$ cat src/rtl/enc_pkg.sv
// enc_pkg: shared state encoding and default sizing for the encryption input stager
package enc_pkg;
    localparam int ENC_N = 8;
    localparam int ENC_DEPTH = 4;
    typedef enum logic [1:0] {NO_KEY, KEY_SHIFT, DRAIN, ACTIVE} enc_state_t;
endpackage

$ cat src/rtl/enc_sync_fifo.sv
// enc_sync_fifo: registered-storage FIFO with no bypass; reads come straight from storage
module enc_sync_fifo
    import enc_pkg::*;
#(
    parameter int N = ENC_N,
    parameter int DEPTH = ENC_DEPTH
) (
    input  logic         clk,
    input  logic         rst_n,
    input  logic         push,
    input  logic         pop,
    input  logic [N-1:0] wdata,
    output logic [N-1:0] rdata,
    output logic         full,
    output logic         empty
);
    localparam int AW = $clog2(DEPTH);
    logic [N-1:0] mem [DEPTH];
    logic [AW-1:0] wr_ptr, rd_ptr;
    logic [AW:0] count;
    logic do_push, do_pop;
    assign do_push = push && !full;
    assign do_pop = pop && !empty;
    assign full = count == (AW+1)'(DEPTH);
    assign empty = count == '0;
    assign rdata = mem[rd_ptr];
    // storage is reset too so the head word is never X
    always_ff @(posedge clk or negedge rst_n) begin
        if (!rst_n) begin
            wr_ptr <= '0;
            rd_ptr <= '0;
            count <= '0;
            for (int i = 0; i < DEPTH; i++) mem[i] <= '0;
        end else begin
            if (do_push) begin
                mem[wr_ptr] <= wdata;
                wr_ptr <= wr_ptr + AW'(1);
            end
            if (do_pop) rd_ptr <= rd_ptr + AW'(1);
            count <= count + (AW+1)'(do_push) - (AW+1)'(do_pop);
        end
    end
endmodule

$ cat src/rtl/enc_input_stager.sv
// enc_input_stager: serial key loader plus plaintext FIFO; a key change waits for queued words to drain
module enc_input_stager
    import enc_pkg::*;
#(
    parameter int N = ENC_N,
    parameter int DEPTH = ENC_DEPTH
) (
    input  logic         clk,
    input  logic         rst_n,
    input  logic         key_load,
    input  logic         key_bit,
    input  logic         key_bit_valid,
    input  logic [N-1:0] data_in,
    input  logic         in_valid,
    output logic         in_ready,
    output logic [N-1:0] data_out,
    output logic [N-1:0] key,
    output logic         out_valid,
    input  logic         out_ready,
    output logic         key_valid
);
    localparam int CW = $clog2(N) + 1;
    enc_state_t state;
    logic [N-1:0] shadow;
    logic [N-1:0] shifted;
    logic [CW-1:0] cnt;
    logic full, empty;
    assign in_ready = state == ACTIVE && !full && !key_load;
    assign out_valid = !empty;
    assign key_valid = state == ACTIVE;
    assign shifted = {shadow[N-2:0], key_bit};
    enc_sync_fifo #(.N(N), .DEPTH(DEPTH)) u_fifo (
        .clk(clk),
        .rst_n(rst_n),
        .push(in_valid && in_ready),
        .pop(out_valid && out_ready),
        .wdata(data_in),
        .rdata(data_out),
        .full(full),
        .empty(empty)
    );
    // key only changes on the final bit, so DRAIN and KEY_SHIFT keep the old key
    always_ff @(posedge clk or negedge rst_n) begin
        if (!rst_n) begin
            state <= NO_KEY;
            key <= '0;
            shadow <= '0;
            cnt <= '0;
        end else begin
            case (state)
                NO_KEY: if (key_load) begin
                    state <= KEY_SHIFT;
                    cnt <= '0;
                end
                KEY_SHIFT: if (key_load) begin
                    cnt <= CW'(key_bit_valid);
                    if (key_bit_valid) shadow <= shifted;
                end else if (key_bit_valid) begin
                    shadow <= shifted;
                    if (cnt == CW'(N - 1)) begin
                        key <= shifted;
                        state <= ACTIVE;
                        cnt <= '0;
                    end else begin
                        cnt <= cnt + CW'(1);
                    end
                end
                DRAIN: if (empty) begin
                    state <= KEY_SHIFT;
                    cnt <= '0;
                end
                ACTIVE: if (key_load) begin
                    state <= empty ? KEY_SHIFT : DRAIN;
                    cnt <= '0;
                end
                default: state <= NO_KEY;
            endcase
        end
    end
endmodule

$ cat config.mk
export PLATFORM = sky130hd
export DESIGN_NAME = enc_input_stager
export DESIGN_NICKNAME = d
export VERILOG_FILES = /design/src/rtl/enc_pkg.sv /design/src/rtl/enc_sync_fifo.sv /design/src/rtl/enc_input_stager.sv
export SDC_FILE = /design/constraint.sdc
export NUM_CORES = 1
export LEC_CHECK = 0
export CAP_MARGIN = 10
export CORE_MARGIN = 1
export CORE_UTILIZATION = 55
export CTS_CLUSTER_DIAMETER = 150
export DETAILED_ROUTE_END_ITERATION = 6
export HOLD_SLACK_MARGIN = 0.03
export PLACE_DENSITY_LB_ADDON = 0.1
export SYNTH_ARGS = -nofsm -noshare
export SYNTH_HDL_FRONTEND = slang
export SYNTH_SLANG_ARGS = --single-unit
export TNS_END_PERCENT = 5
$ cat constraint.sdc
create_clock -name clk -period 2.5 [get_ports clk]
set_input_delay 0.625 -clock clk [delete_from_list [all_inputs] [get_ports clk]]
set_output_delay 0.625 -clock clk [all_outputs]
set_load 0.01 [all_outputs]
==> results.sh <==
export IMPL_status="complete, no violations"
export IMPL_antenna_found_initial=0
export IMPL_hold_viol_final=0
export IMPL_fillers=346
export IMPL_vias_per_cell=5.37
export IMPL_grt_max_degree=51
export IMPL_hold_worst_slack_ns=0.165
export IMPL_numCtsBuffers=9
export IMPL_grt_pass1_vias=1872
export IMPL_dp_hpwl_mm=3.68
export IMPL_cp_max_fo=3
export IMPL_grt_ovfl_total=0
export IMPL_cp_arrival_ns=1.71
export IMPL_crit_required_ns=1.88
export IMPL_htree_levels=3
export IMPL_synth_seq_cells=60
export IMPL_dieArea_sq_mm=0.00541
export IMPL_clk_pin_slew_ns=0.07
export IMPL_antenna_cells=0
export IMPL_syn_area_per_cell_sq_um=14.3
export IMPL_synthTopCellsByCount="60 x dfrtp_1, 44 x mux2_2, 11 x ha_1"
export IMPL_finalSetupViolCount=0
export IMPL_start_kind="flop"
export IMPL_fin_crit_sh_pct=93.3
export IMPL_start_util_pct=58.5
export IMPL_synth_warnings=0
export IMPL_vias=1714
export IMPL_instances_no_fill=319
export IMPL_die_width_um=73.6
export IMPL_ant_nets=0
export IMPL_synth_edf_count=0
export IMPL_path_class="flop to primary output"
export IMPL_p_leak_nw=1.86
export IMPL_dp_cells=302
export IMPL_cts_tree="done"
export IMPL_yosysSeqAreaShare_pct=53.3
export IMPL_cts_max_path_buffers=2
export IMPL_syn_cell_area_sq_mm=0.00282
export IMPL_fin_skew_ns=0.00724
export IMPL_async_flop_share_pct=100
export IMPL_nets=274
export IMPL_layout_drive_gt1_share_pct=35.3
export IMPL_synth_flop_cell="dfrtp_1"
export IMPL_num_rows=25
export IMPL_core_region_area_sq_mm=0.00482
export IMPL_ys_types=36
export IMPL_top_level_ports=34
export IMPL_wirelength_mm=5.12
export IMPL_worstSetupEndpointType="primary output"
export IMPL_period_needed_ns=2.33
export IMPL_insertion_delay_ns=0.33
export IMPL_irDropWorstVdd_mv=0.526
export IMPL_yosys_top_cells_area="dfrtp_1 53%, mux2_2 18%, mux4_2 6.4%"
export IMPL_route_detailed_drc=0
export IMPL_fin_ws_ns=0.169
export IMPL_wl_per_cell_um=16.1
export IMPL_hold_path_class="input port to async pin"
export IMPL_slew_viol_final=0
export IMPL_io_buffers=33
export IMPL_cts_hold_buf=0
export IMPL_syn_instance_count=197
export IMPL_maxSlewHeadroom_pct=69.8
export IMPL_fmaxAchievable_mhz=429
export IMPL_syn_nets=224
export IMPL_yosysMostFrequentCell="dfrtp_1"
export IMPL_worst_pin_slew_ns=0.453
export IMPL_pre_cts_slack_ns=-0.0175
export IMPL_cts_root_buf="clkbuf_8"
export IMPL_firstDrtPassIters=5
export IMPL_p_per_area_mw_per_mm2=856
export IMPL_rsz0062_at_grt="no"
export IMPL_cap_violations=0
export IMPL_cts_sinks=60
export IMPL_grt_usage_pct=21.1
export IMPL_synth_top_area_cell="dfrtp_1"
export IMPL_globalplace_congestion=0.773
export IMPL_fp_dieH_um=73.6
export IMPL_syn_to_final_growth_pct=24.7
export IMPL_grt_pass1_wl_mm=8.36
export IMPL_synth_top_area_share_pct=53.3
export IMPL_dr_first_iter_drc_count=98
state kept, by name (all words and copies together), names as in the netlist:
name           cells
u_fifo.rd_ptr      2
state              2
shadow             7
u_fifo.count       3
u_fifo.mem        32
cnt                4
u_fifo.wr_ptr      2
key                8
through the flow:
stage / instance area, sq um / power, mW / util [%] / TNS [ns]
2_1_floorplan: 2820 / 1.85 / - / 0
3_3_place_gp: 3300 / 2.11 / 68.5 / 0
3_5_place_dp: 3300 / 2.19 / 68.5 / -0.0175
4_1_cts: 3500 / 3.04 / 72.6 / 0
5_1_grt: 3510 / 3.18 / 73.0 / 0
6_report: 3510 / 3.01 / 73.0 / 0
what timing repair did:
item | 4_1_cts | 5_1_grt
gates resized for setup | 2 | 7
endpoints found under the setup margin | 9 | 7
setup buffers | 1 | 0
final timing paths:
path                                             from  depth (start not counted)                         end  slack (ns)
max reg2reg                 u_fifo.count[2]$_DFF_PN0_                          7   u_fifo.count[2]$_DFF_PN0_        0.24
min                                             rst_n                          1  u_fifo.mem[18]$_DFFE_PN0P_        0.16
min in group clk           u_fifo.mem[26]$_DFFE_PN0P_                          1  u_fifo.mem[26]$_DFFE_PN0P_        0.49
max in group asynchronous                       rst_n                          2  u_fifo.mem[11]$_DFFE_PN0P_        1.79
max                         u_fifo.count[2]$_DFF_PN0_                          2                   out_valid        0.17
min reg2reg                u_fifo.mem[26]$_DFFE_PN0P_                          1  u_fifo.mem[26]$_DFFE_PN0P_        0.49
where the power goes:
group	leakage, nW	internal (mW)	switching (mW)
sequential	0.792	1.17	0.170
combinational	0.973	0.461	0.365
clock	0.0962	0.460	0.385
layer usage:
| metal | up-vias | global-route usage [%] | part of all wire, % |
|---|---|---|---|
| met4 | 0 | 10.3 | 1.8 |
| met5 | - | 0 | 0 |
| li1 | 803 | - | - |
| met1 | 857 | 25.3 | 43 |
| met2 | 43 | 36.0 | 51 |
| met3 | 11 | 4.66 | 3.4 |
cells in the final DEF, fill, tap and decap left out, types with 2 or more instances in the layout:
cell	n
clkinv_2	2
o21ai_0	6
inv_1	10
o31ai_1	2
dfrtp_1	60
a21o_1	2
nand3_1	2
nand2b_1	2
clkbuf_8	9
xor2_1	3
clkdlybuf4s50_1	23
mux2_2	44
dlymetal6s2s_1	7
nor2_1	3
mux2_4	2
mux4_2	8
a21oi_1	7
clkinv_4	2
buf_12	2
nand2_4	4
nor2b_1	2
xnor2_1	3
nand2_1	8
buf_4	7
dlygate4sd2_1	2
ha_1	11
area by class of cell:
type / count / area [sq um] / area share, %
Clock inverter: 6 / 65.1 / 1.85
Multi-Input combinational cell: 124 / 1270 / 36.0
Tap cell: 67 / 83.8 / 2.39
Inverter: 10 / 37.5 / 1.07
Clock buffer: 10 / 128 / 3.63
Timing Repair Buffer: 42 / 433 / 12.3
Sequential cell: 60 / 1500 / 42.7
logic make-up (layout without fill, tap and decap cells):
| family | Yosys count | in the layout | synth area share [%] |
|---|---|---|---|
| flops | 60 | 60 | 53.3 |
| mux | 55 | 55 | 25.4 |
| simple gates | 30 | 30 | 6.97 |
| compound gates | 21 | 21 | 5.06 |
| buf+inv | 13 | 68 | 1.78 |
| fa+ha+maj | 12 | 12 | 5.59 |
| xor+xnor | 6 | 6 | 1.87 |
critical path: stages, from the launching register on:
cell	delay (ns)
dfrtp_1	0.38
or3_2	0.51
clkdlybuf4s50_1	0.50
Power figures use the tool's default switching activity.
